File: src/rtl/dr_token_injector.sv
// dr_token_injector
//   Clocked front end for the asynchronous dual-rail ALU pipeline. It
//   debounces the go button and latches two 4-bit operands plus add/subtract
//   from the switches. It then injects a single dual-rail token with a
//   four-phase return-to-zero handshake and counts completions. If an
//   acknowledge phase stalls, it flags a timeout.
//
// Ports
//   clk          system clock, rising edge
//   rst          asynchronous active-high reset
//   drdata[7:0]  operand switches, A = [7:4], B = [3:0]
//   sub          1 = subtract, 0 = add
//   btn_go       raw bouncy push-button (asynchronous)
//   ack_in       acknowledge from the async ALU stage (asynchronous)
//   dr_a[7:0]    dual-rail A, pair i = {true [2i+1], false [2i]}
//   dr_b[7:0]    dual-rail B, same encoding
//   dr_op[1:0]   dual-rail op, [1] = subtract rail, [0] = add rail
//   busy         token in flight (state other than IDLE)
//   err_timeout  sticky timeout flag, cleared by the next accepted go
//   tok_cnt[7:0] completed tokens, wraps 255 -> 0
module dr_token_injector #(
    parameter int DEBOUNCE_CYCLES = 50000,
    parameter int TIMEOUT_CYCLES  = 1000000,
    parameter int SYNC_STAGES     = 2
) (
    input  logic       clk,
    input  logic       rst,
    input  logic [7:0] drdata,
    input  logic       sub,
    input  logic       btn_go,
    input  logic       ack_in,
    output logic [7:0] dr_a,
    output logic [7:0] dr_b,
    output logic [1:0] dr_op,
    output logic       busy,
    output logic       err_timeout,
    output logic [7:0] tok_cnt
);

    localparam int DB_W = $clog2(DEBOUNCE_CYCLES + 1);
    localparam int TO_W = $clog2(TIMEOUT_CYCLES + 1);
    localparam logic [DB_W-1:0] DB_LAST = DB_W'(DEBOUNCE_CYCLES - 1);
    localparam logic [TO_W-1:0] TO_LAST = TO_W'(TIMEOUT_CYCLES - 1);

    typedef enum logic [1:0] {IDLE, DATA, NULL_WAIT, RECOVER} state_t;

    logic [1:0]             btn_sync;
    logic                   btn_lvl;
    logic                   btn_lvl_d;
    logic [DB_W-1:0]        db_cnt;
    logic [SYNC_STAGES-1:0] ack_sr;
    logic                   ack_sync;
    logic                   go;
    state_t                 state;
    logic [TO_W-1:0]        wait_cnt;

    // Dual-rail codeword of a 4-bit value: true rail carries the bit,
    // false rail its complement.
    function automatic logic [7:0] dr_encode(input logic [3:0] v);
        logic [7:0] r;
        for (int i = 0; i < 4; i++) begin
            r[2*i+1] = v[i];
            r[2*i]   = ~v[i];
        end
        return r;
    endfunction

    // Button: 2-FF synchronizer, then accept a new level only after it has
    // differed from the current level for DEBOUNCE_CYCLES consecutive cycles.
    always_ff @(posedge clk or posedge rst) begin
        if (rst) begin
            btn_sync  <= '0;
            btn_lvl   <= 1'b0;
            btn_lvl_d <= 1'b0;
            db_cnt    <= '0;
        end else begin
            btn_sync  <= {btn_sync[0], btn_go};
            btn_lvl_d <= btn_lvl;
            if (btn_sync[1] != btn_lvl) begin
                if (db_cnt == DB_LAST) begin
                    btn_lvl <= btn_sync[1];
                    db_cnt  <= '0;
                end else begin
                    db_cnt <= db_cnt + 1'b1;
                end
            end else begin
                db_cnt <= '0;
            end
        end
    end

    assign go = btn_lvl & ~btn_lvl_d;

    always_ff @(posedge clk or posedge rst) begin
        if (rst) begin
            ack_sr <= '0;
        end else begin
            ack_sr <= {ack_sr[SYNC_STAGES-2:0], ack_in};
        end
    end

    assign ack_sync = ack_sr[SYNC_STAGES-1];

    // Handshake FSM. The rail registers double as the operand latch: they
    // are loaded once on the accepted go and only ever return to NULL.
    always_ff @(posedge clk or posedge rst) begin
        if (rst) begin
            state       <= IDLE;
            dr_a        <= '0;
            dr_b        <= '0;
            dr_op       <= '0;
            busy        <= 1'b0;
            err_timeout <= 1'b0;
            tok_cnt     <= '0;
            wait_cnt    <= '0;
        end else begin
            case (state)
                IDLE: begin
                    // A go while the ALU still acknowledges is dropped so the
                    // handshake never starts from a non-NULL ack phase.
                    if (go && !ack_sync) begin
                        dr_a        <= dr_encode(drdata[7:4]);
                        dr_b        <= dr_encode(drdata[3:0]);
                        dr_op       <= sub ? 2'b10 : 2'b01;
                        err_timeout <= 1'b0;
                        busy        <= 1'b1;
                        wait_cnt    <= '0;
                        state       <= DATA;
                    end
                end
                DATA: begin
                    if (ack_sync) begin
                        dr_a     <= '0;
                        dr_b     <= '0;
                        dr_op    <= '0;
                        wait_cnt <= '0;
                        state    <= NULL_WAIT;
                    end else if (wait_cnt == TO_LAST) begin
                        dr_a        <= '0;
                        dr_b        <= '0;
                        dr_op       <= '0;
                        err_timeout <= 1'b1;
                        state       <= RECOVER;
                    end else begin
                        wait_cnt <= wait_cnt + 1'b1;
                    end
                end
                NULL_WAIT: begin
                    if (!ack_sync) begin
                        tok_cnt <= tok_cnt + 8'd1;
                        busy    <= 1'b0;
                        state   <= IDLE;
                    end else if (wait_cnt == TO_LAST) begin
                        err_timeout <= 1'b1;
                        state       <= RECOVER;
                    end else begin
                        wait_cnt <= wait_cnt + 1'b1;
                    end
                end
                RECOVER: begin
                    if (!ack_sync) begin
                        busy  <= 1'b0;
                        state <= IDLE;
                    end
                end
                default: begin
                    dr_a  <= '0;
                    dr_b  <= '0;
                    dr_op <= '0;
                    busy  <= 1'b0;
                    state <= IDLE;
                end
            endcase
        end
    end

endmodule

File: config.mk
export PLATFORM = sky130hd
export DESIGN_NAME = dr_token_injector
export DESIGN_NICKNAME = d
export VERILOG_FILES = /design/src/rtl/dr_token_injector.sv
export SDC_FILE = /design/constraint.sdc
export NUM_CORES = 1
export LEC_CHECK = 0
export CAP_MARGIN = 20
export CORE_MARGIN = 2
export CORE_UTILIZATION = 50
export DETAILED_ROUTE_END_ITERATION = 10
export GPL_ROUTABILITY_DRIVEN = 1
export PLACE_DENSITY = 0.75
export RECOVER_POWER = 100
export SLEW_MARGIN = 30
export SYNTH_ARGS = -nofsm -noshare
export SYNTH_HDL_FRONTEND = slang
export SYNTH_SLANG_ARGS = --single-unit
File: constraint.sdc
create_clock -name clk -period 2.35 [get_ports clk]
set_input_delay 0.5875 -clock clk [delete_from_list [all_inputs] [get_ports clk]]
set_output_delay 0.5875 -clock clk [all_outputs]
set_load 0.01 [all_outputs]
; ---- Word level (Yosys, flattened, before mapping)
; Index checks and enable logic that the tools add are counted.
[totals]
input_bits = 13
word_cells = 85
register_bits = 72
out_inout_bits = 28
[classes]
n_addsub = 3
n_eq_ne = 12
muxes = 32
bitwise_logic = 11
reduce_logical = 14
[ops]
columns = cell, count
row1 = 20-bit 2-to-1 mux, 4
row2 = 20-bit case mux with 3 select lines, 1
row3 = 16-bit 2-to-1 mux, 2
row4 = 8-bit 2-to-1 mux, 4
row5 = 8-bit case mux with 2 select lines, 2
row6 = "20-bit by 1-bit adder with 20-bit output, second input constant", 1
row7 = "20-bit equality test, second input constant", 1
row8 = 2-bit 2-to-1 mux, 9
row9 = "16-bit by 1-bit adder with 16-bit output, second input constant", 1
row10 = "16-bit equality test, second input constant", 1
row11 = "2-bit != test, second input constant", 5
row12 = 1-bit inverter, 10
row13 = 3-bit AND reduction, 3
row14 = "8-bit by 1-bit adder with 8-bit output, second input constant", 1
row15 = 2-bit case mux with 4 select lines, 1
row16 = 1-bit 2-to-1 mux, 6
row17 = 2-bit AND reduction, 3
row18 = "2-bit equality test, second input constant", 2
row19 = 2-bit case mux with 2 select lines, 1
row20 = 4-bit AND reduction, 1
row21 = 2-bit nonzero test, 2
row22 = "3-bit != test, second input constant", 1
row23 = 1-bit case mux with 3 select lines, 1
row24 = 3-bit nonzero test, 1
row25 = 8 further kinds, 8

; ---- Depth between registers and ports, before layout
; Gate-level depths: netlist of run 1.
[depth]
depth_word = 5
mapped_depth = 9
ltp_nobuf = 7

; ---- Worst setup path after synthesis of run 1
; No wires, ideal clock.
[synth_path]
kind = register to register
start = register state[0]
end = register wait_cnt[5]
setup_ns = 0.078
synth_period_minus_slack_ns = 2.241
arrival_time_ns = 2.163
t_required_ns = 2.272
path_buffers = 2
path_stages_with_launch = 10
slack_ns = 0.109
path_cell_list = dfrtp_1 inv_1 ha_1 nor2b_1 clkbuf_1 a211o_1 or2_0 clkbuf_1 or4_1 a21oi_1
[synth_between]
elab_chain_cells = 3
elab_cells_between_ends = 8
classes_between = 4 x eq/ne / 1 x mux / 3 x reduce/logical
[synth_lines]
columns = element, line_no
row1 = start: declaration, 54  ; state_t state;
row2 = start signal: assignment, 108  ; state <= IDLE;
row3 = start signal: assignment, 128  ; state <= DATA;
row4 = start signal: assignment, 137  ; state <= NULL_WAIT;
row5 = 2-bit equality test (tied with other cells), 117  ; case (state)
row6 = 2-bit != test (no source line) or 3-bit nonzero test (tied branches), n/a
row7 = 3-bit AND reduction (no source line), n/a
row8 = end signal: assignment, 145  ; wait_cnt <= wait_cnt + 1'b1;
row9 = end signal: assignment, 157  ; wait_cnt <= wait_cnt + 1'b1;
row10 = end: declaration, 55  ; logic [TO_W-1:0] wait_cnt;
; Several ways; a longest one is shown, not always the timed one.
; A chain may end at the register's enable or synchronous reset.

; ---- Final worst setup path of run 1
[layout_path]
start = register btn_lvl
end = register wait_cnt[5]
[layout_between]
elab_chain_cells = 4
[layout_lines]
columns = element, line_no
row1 = start: declaration, 48  ; logic btn_lvl;
row2 = start signal: assignment, 81  ; btn_lvl <= btn_sync[1];
row3 = 1-bit AND, 92  ; assign go = btn_lvl & ~btn_lvl_d;
row4 = 1-bit logical AND, 121  ; if (go && !ack_sync) begin
row5 = 2-bit != test (no source line), n/a
row6 = 3-bit AND reduction (no source line), n/a
; Every way passes these cells.

==> results.yml, run 1 <==
finish:
  final_nets: 404
  syn2layout_area_growth_pct: 20.7
  diodes: 0
  layout_common_cells: "72 x dfrtp_1, 34 x nor2_1, 31 x dlygate4sd3_1, 26 x nand2_1, 25 x o21ai_0"
  final_area_um2: 4100
  drive_gt1_share_pct: 7.99
  layout_commonest_cell: "dfrtp_1"
critical_path:
  crit_buf_inv: 0
  path_cells: "or3b_1 -> a211o_1 -> or2_0 -> or4_1 -> a21oi_1"
  end_kind: "flip-flop"
  start_kind: "flip-flop"
  cp.required_ns: 2.62
  path_class: "flip-flop to flip-flop"
  slowest_delay_ns: 0.43
  arrival_ns: 2.42
  cpMaxStageDelayCell: "or3b_1"
  cpLargestDelayFamily: "simple AND/OR/NAND/NOR gates"
  cp_max_fo: 8
timing:
  finalMaxSlewViolations: 0
  hold_viol_final: 0
  tightestPinTransition_ns: 0.935
  max_freq_mhz: 465
  grt_setup_unrepaired: "no"
  slew_headroom_pct: 37.7
  skew_ns: 0.0127
  setup_viol: 0
  period_share_pct: 91.6
  fin_tns_setup_ns: 0
  min_period_ns: 2.15
die:
  coreArea_um2: 6680
  initial_core_util_pct: 50.8
  die_h_um: 86.4
  die_w_um: 86.4
  dieArea_um2: 7470
  ioPinCount: 41
  core.rowCount: 30
yosys:
  synth-main-ff-cell: "dfrtp_1"
  synth-compound-area-share_pct: 14.6
  synthAdderAreaFrac_pct: 2.95
  synthesis.nets: 355
  synth.area.mux_share_pct: 0.995
  yosysSeqAreaShare_pct: 53.1
  synthesis.area_um2: 3400
  yosysUniqueCellTypes: 41
  synth_xor_xnor_area_share_pct: 6.45
  synthArstFlopShare_pct: 100
  synth_top_family_by_area: "simple AND/OR/NAND/NOR gates"
  syn_avg_cell_area_um2: 10.2
  synthCells: 334
  synth_seq_cells: 72
  yosys_warnings: 0
  synth_edf_count: 0
  yosys.area_share.simple_pct: 19.3
grt:
  grt_max_degree: 73
  grt_pass1_vias: 2442
  antenna_found_initial: 0
  gr-usage-all-layers_pct: 19.2
  grt_pass1_wl_um: 11300
  globalRouteOverflowTotal: 0
drt:
  ant_nets: 0
  drtIter0Drc: 122
  finalWirelength_um: 6800
  first_pass_iters: 5
  vias: 2661
  via_per_inst: 5.69
  wl_per_cell_um: 14.5
  drcViolationCount: 0
run_status:
  status: "finished, final reports clean"
place:
  dp_hpwl_um: 4620
  place_area_um2: 3940
  port_buffers: 40
  place_congestion: 0.877
cts:
  clk-insertion-delay-late_ns: 0.34
  cts-htree-levels: 3
  cts_tree: "built"
  cts_buffers: 9
  cts-root-buf: "clkbuf_8"
  cts_buffer_depth: 2
  post-cts-setup-buffers: 0
  cts.sinks: 72
  cts.clk_slew.worst_paths_ns: 0.08
job:
  maxCapViolCount: 0
power:
  p_leak_nw: 1.80
  ir_drop_mv: 0.317
  p_per_area_nw_per_um2: 539
worst_hold_path:
  hp-class: "flip-flop to flip-flop"
path summary, 6_finish.rpt:
check / start / slack, ns / cells past startpoint / endpoint
hold / removal: btn_sync[0]$_DFF_PP0_ / 0.35 / 0 / btn_sync[1]$_DFF_PP0_
min in group asynchronous: rst / 1.04 / 3 / db_cnt[9]$_DFF_PP0_
setup / recovery: btn_lvl$_DFFE_PP0P_ / 0.20 / 5 / wait_cnt[5]$_DFFE_PP0P_
hold reg to reg: btn_sync[0]$_DFF_PP0_ / 0.35 / 0 / btn_sync[1]$_DFF_PP0_
setup reg to reg: btn_lvl$_DFFE_PP0P_ / 0.20 / 5 / wait_cnt[5]$_DFFE_PP0P_
max in group asynchronous: rst / 0.69 / 3 / wait_cnt[2]$_DFFE_PP0P_
where the power goes:
part           internal, mW  switching [mW]  leakage [nW]  total [mW]
clock network         0.389           0.473        0.0870       0.862
logic                0.0394          0.0457         0.738      0.0850
registers              1.25         0.00825         0.974        1.26
registers in the layout, summed over array words and instances, names as in the netlist:
name	count
state	2
wait_cnt	20
dr_a	8
tok_cnt	8
dr_b	8
dr_op	2
busy	1
ack_sr	2
db_cnt	16
btn_lvl	1
err_timeout	1
btn_sync	2
btn_lvl_d	1
Yosys cell counts (8+ instances only):
master      n  area share (%)
dfrtp_1    72              53
nor2_1     34             3.8
nand2_1    26             2.9
o21ai_0    25             3.7
xnor2_1    16             4.1
nand3_1    15             2.2
clkbuf_1   12             1.3
nand4_1    12             2.2
a21oi_1    10             1.5
a22o_1      9             2.3
inv_1       9            0.99
o2bb2ai_1   9             2.3
xor2_1      9             2.3
and3_1      8             1.5
ha_1        8             2.9
final cells by class:
class                   instances  area (µm²)
repair buffers                 51         480
flip-flops and latches         72        1800
multi-input cells             240        1510
fillers                       543        2580
well taps                      80         100
clock inverters                 6        43.8
inverters                       9        37.5
clock buffers                  10         128
per-stage QoR:
stage	utilization [%]	hold WS [ns]	std cells	total power, mW	setup WS [ns]
after floorplan	-	0.331	334	1.33	0.109
after global placement	59.0	0.335	452	1.38	0.258
after detailed placement	59.0	0.339	452	1.38	0.210
after CTS	61.6	0.350	468	2.25	0.189
after global routing	61.3	0.362	468	2.30	0.0383
final	61.3	0.349	468	2.21	0.198
timing repair:
| item | in CTS | in global routing |
|---|---|---|
| resized for setup | 0 | 1 |
| setup endpoints to repair | 0 | 1 |
| hold buffers | 0 | 0 |
| endpoints found under the hold margin | 0 | 0 |
cell families (layout without fill, tap and decap cells):
logic type	Yosys count	in the layout
buf+inv	22	76
flops	72	72
simple gates	129	129
mux	3	3
xor+xnor	25	25
fa+ha+maj	8	8
compound gates	75	75
routing by layer:
| layer | track usage [%] | vias up | routed length (µm) |
|---|---|---|---|
| li1 | - | 1309 | - |
| met1 | 27.9 | 1275 | 3340 |
| met2 | 27.6 | 71 | 3080 |
| met3 | 3.62 | 6 | 299 |
| met4 | 9.80 | 0 | 78 |
| met5 | 0 | - | 0 |
Note: power is estimated with default switching activity, not from simulation.
==> run 2, diff against run 1 <==
Settings changed: CORE_MARGIN 2 to not set, GPL_ROUTABILITY_DRIVEN 1 to not set.
==> results.yml, run 2 (synthesized netlist as in run 1, its figures left out) <==
place:
  post-place-ws_ns: 0.232
  dp_hpwl_um: 4850
  port_buffers: 40
  place_congestion: 0.904
  place_area_um2: 3940
  dp_cells: 450
critical_path:
  cp_max_fo: 8
  path_cells: "inv_1 -> ha_1 -> nor2b_1 -> a211o_1 -> or2_0 -> or4_1 -> a21oi_1"
  cp.required_ns: 2.63
  start_kind: "flip-flop"
  end_kind: "flip-flop"
  arrival_ns: 2.39
  cpMaxStageDelayCell: "or4_1"
  slowest_delay_ns: 0.43
  path_class: "flip-flop to flip-flop"
worst_hold_path:
  hp-class: "flip-flop to flip-flop"
run_status:
  violations: "design-rule violations"
  status: "complete, but fails checks"
cts:
  cts-root-buf: "clkbuf_8"
  cts-htree-levels: 3
  cts_tree: "built"
  cts_buffer_depth: 2
  post-cts-setup-buffers: 0
  clk-insertion-delay-late_ns: 0.35
  cts_buffers: 9
  ctsHoldBuffers: 0
  cts.sinks: 72
  cts.clk_slew.worst_paths_ns: 0.08
  cts_resized: 0
power:
  ir_drop_mv: 0.376
  clock_power_share_pct: 39.0
  p_per_area_nw_per_um2: 539
  p_sw_mw: 0.530
  pwr-share-seq_pct: 57.1
  combPwrFrac_pct: 3.9
  p_sw_share_pct: 24.0
  p_leak_nw: 1.79
  finalPower_mw: 2.21
  power.internal_mw: 1.68
drt:
  drcViolationCount: 1
  first_pass_iters: 9
  drtIter0Drc: 105
  via_per_inst: 5.75
  wl_per_cell_um: 15.2
  vias: 2680
  finalWirelength_um: 7090
  ant_nets: 0
grt:
  grt_pass1_vias: 2743
  globalRouteOverflowTotal: 0
  grt_max_degree: 73
  antenna_found_initial: 0
  grt_pass1_wl_um: 12200
  gr-usage-all-layers_pct: 21.9
timing:
  setup_ws_ns: 0.233
  period_share_pct: 90.1
  tightestPinTransition_ns: 0.958
  setup_viol: 0
  max_freq_mhz: 472
  slew_headroom_pct: 36.2
  hold_viol_final: 0
  min_period_ns: 2.12
  fin_tns_setup_ns: 0
  whs_ns: 0.360
  grt_setup_unrepaired: "no"
  skew_ns: 0.00515
  finalMaxSlewViolations: 0
die:
  ioPinCount: 41
  coreArea_um2: 6460
  die_w_um: 84.4
  die_h_um: 84.4
  core.rowCount: 29
  initial_core_util_pct: 52.6
  dieArea_um2: 7130
finish:
  final_nets: 405
  largest_reg_flops: 20
  regMostFlops: "wait_cnt"
  layout_commonest_cell: "dfrtp_1"
  drive_gt1_share_pct: 7.97
  final_area_um2: 4090
  diodes: 0
  final_util_pct: 63.4
  stdcell_count: 466
  layout_common_cells: "72 x dfrtp_1, 34 x nor2_1, 31 x dlygate4sd3_1, 26 x nand2_1, 25 x o21ai_0"
  reg_top3: "wait_cnt (20), db_cnt (16)"
  syn2layout_area_growth_pct: 20.6
job:
  maxCapViolCount: 0
[run 2: path summary, 6_finish.rpt]
kind	to	slack (ns)	depth (start not counted)	from
min in group asynchronous	tok_cnt[0]$_DFFE_PP0P_	1.03	3	rst
min	btn_sync[1]$_DFF_PP0_	0.36	0	btn_sync[0]$_DFF_PP0_
max in group asynchronous	busy$_DFFE_PP0P_	0.66	3	rst
max reg2reg	wait_cnt[5]$_DFFE_PP0P_	0.23	7	state[0]$_DFFE_PP0P_
min reg2reg	btn_sync[1]$_DFF_PP0_	0.36	0	btn_sync[0]$_DFF_PP0_
max	wait_cnt[5]$_DFFE_PP0P_	0.23	7	state[0]$_DFFE_PP0P_
[run 2: routing by layer]
layer / part of all wire (%) / track usage, %
met3: 3.3 / 4.92
met5: 0 / 0
met1: 46 / 28.8
met4: 1.6 / 9.24
met2: 49 / 35.2
[run 2: power by group through the flow]
stage | Combinational [mW] | Clock, mW | Sequential (mW)
global route | 0.0961 | 0.947 | 1.26
finish | 0.0858 | 0.861 | 1.26
floorplan | 0.0386 | 0 | 1.29
global placement | 0.0942 | 0 | 1.29
detailed placement | 0.0955 | 0 | 1.29
CTS | 0.0962 | 0.883 | 1.26
[run 2: critical path: cells and delay by family (launching register included)]
family | cells | cell delay [ns]
fa+ha+maj | 1 | 0.22
simple gates | 3 | 0.90
buf+inv | 1 | 0.10
compound gates | 2 | 0.43
flops | 1 | 0.40
[run 2: layout make-up]
cell class,instances,area (µm²)
Clock buffer,10,128
Tap cell,77,96.3
Fill cell,560,2360
Clock inverter,6,45.0
Inverter,9,37.5
Multi-Input combinational cell,240,1500
Timing Repair Buffer,52,482
Sequential cell,72,1800
==> RTL edit (flow settings as in run 2) <==
Encoding of `state_t`: now one-hot (4 bits for 4 states).
--- a/src/rtl/dr_token_injector.sv
+++ b/src/rtl/dr_token_injector.sv
@@ -43,5 +43,5 @@
     localparam logic [TO_W-1:0] TO_LAST = TO_W'(TIMEOUT_CYCLES - 1);
 
-    typedef enum logic [1:0] {IDLE, DATA, NULL_WAIT, RECOVER} state_t;
+    typedef enum logic [3:0] {IDLE = 4'b0001, DATA = 4'b0010, NULL_WAIT = 4'b0100, RECOVER = 4'b1000} state_t;
 
     logic [1:0]             btn_sync;
Behaviour: no difference found for any inputs over 10 cycles, from zero or initial values and one cycle with rst high; not proved beyond that.
==> RTL edit against run 2 <==
- total power grew 1.8%
- sequential cell count is 2 higher
- final area rose by 2.6%
- area after synthesis rose by 2.1%
- setup slack lost 0.12 ns
- combinational power is 29% lower
- wire length down 1.8%
- final cell count down 0.43%
- critical endpoint is now wait_cnt[1]
==> RTL edit: results (changes against run 2) <==
outcome:
  status: "completed"
cells_and_area:
  top_regs: "wait_cnt: 20 flops, db_cnt: 16 flops"
  diodes: 0  # unchanged
  final_layout_size_suffix_gt1_share_pct: 9.56  # +1.6 points
  nNetsFinal: 400  # -1.2%
  final_cells: 464  # -0.43%
  fill_cells: 532  # -5.0%
route:
  detail_route.iter0.violations: 166  # +58%
  wirelength_met1_um: 3380  # +4.3%
  vias: 2716  # +1.3%
  drt_pass1_iterations: 4  # -5
  wl_per_cell_um: 15.0  # -1.4%
  top_layer_used: "met4"
  met2WireLength_um: 3140  # -10%
  wl_met3_um: 305  # +31%
power:
  p_switching_mw: 0.487  # -8.0%
  power_frac_clock_pct: 40.1  # +1.1 points
  p_leak_nw: 1.95  # +8.9%
  peakVddDrop_mv: 0.411  # +9.2%
  p_comb_share_pct: 2.7  # -1.2 points
  p_total_mw: 2.25  # +1.8%
critical_path:
  cp_slowest_stage_delay_ns: 0.59  # +0.16 ns
  worstPathArrival_ns: 2.46  # +0.07 ns
  crit_family: "simple AND/OR/NAND/NOR gates"
  cp_slowest_cell: "or4_4"
  worstPathMaxFanout: 16  # +8
synth:
  yosysSeqAreaShare_pct: 53.5  # +0.41 points
  synthTopCellsByArea: "dfrtp_1 (53%), xor2_1 (4.5%), nor2_1 (3.9%), xnor2_1 (2.8%), nand2_1 (2.6%)"
  async_reset_ff_share_pct: 100  # unchanged
  syn-num-nets: 343  # -3.4%
  synthTopCellsByCount: "dfrtp_1 (73), nor2_1 (36), nand2_1 (24)"
  synth_flop_cell: "dfrtp_1"
  synth.distinct_cells: 52  # +27%
  ys.warnings.count: 0  # unchanged
  synthCells: 327  # -2.1%
clock_tree:
  clk_pin_slew_ns: 0.07
  htreeDepth: 3  # unchanged
  cts_buffers: 9  # unchanged
  post-cts-setup-buffer-count: 0  # unchanged
  postCtsResizedCells: 0  # unchanged
placed_design:
  dp_cells: 449  # -0.22%
  gp_congestion: 0.819  # -9.5%
  place_area_sq_um: 4050  # +2.8%
  post-place-ws_ns: 0.0306  # -0.201 ns
  hpwl_um: 4860  # +0.25%
timing:
  clock_skew_ns: 0.00901  # +0.00386 ns
  max_slew_margin_pct: 42.4  # +6.2 points
global_routing:
  grt_pass1_wl_um: 12300  # +0.90%
  use_met3_pct: 4.77  # -0.15 points
  grt_use_met1_pct: 30.4  # +1.5 points
  grt_pass1_vias: 2635  # -3.9%
  use_met2_pct: 32.7  # -2.5 points
  grt_max_degree: 33  # -55%
  grt_antenna_before_repair: 0  # unchanged
  grt.total_usage_pct: 21.8  # -0.095 points
[RTL edit: changes by cell type after synthesis, moves of 3 or more]
cell	run 2	this run
a31oi_1	6	2
clkbuf_1	12	8
ha_1	8	3
inv_1	9	5
nand2b_1	1	4
nor3_1	6	2
nor3b_1	1	4
o21ai_0	25	10
o21ai_1	0	9
o31ai_1	5	1
or3_1	5	9
xnor2_1	16	11
xor2_1	9	18
[RTL edit: kinds of logic (layout without fill, tap and decap cells)]
family | Yosys count | in the layout | share of synthesized area, %
xor+xnor | 29 | 29 | 7.33
flops | 74 | 74 | 53.5
buf+inv | 16 | 76 | 2.20
fa+ha+maj | 3 | 3 | 1.08
mux | 3 | 3 | 0.939
compound gates | 65 | 65 | 13.5
simple gates | 137 | 137 | 21.4
[RTL edit: worst reg2reg max path, cell delays in order, from the launching register on]
cell and delay, ns:
dfrtp_1 0.41, or4_1 0.50, or4_4 0.59, o211ai_4 0.24
buf_12 0.17, mux2i_1 0.18, nor2_1 0.05
[RTL edit: path summary, 6_finish.rpt]
kind                        startpoint           to  slack, ns  cells past startpoint
max                        wait_cnt[8]  wait_cnt[1]       0.11                      6
max in group asynchronous          rst  err_timeout       0.37                      3
min                        btn_sync[0]  btn_sync[1]       0.35                      0
min in group asynchronous          rst   db_cnt[13]       0.81                      2
max reg2reg                wait_cnt[8]  wait_cnt[1]       0.11                      6
min reg2reg                btn_sync[0]  btn_sync[1]       0.35                      0
[RTL edit: layout make-up]
class	count	area [sq um]	area share (%)
clock buffer	12	165	3.93
tap	77	96.3	2.29
inverter	5	20.0	0.476
timing repair buffer	57	518	12.3
clock inverter	2	12.5	0.298
sequential	74	1850	44.1
multi-input combinational	237	1540	36.6
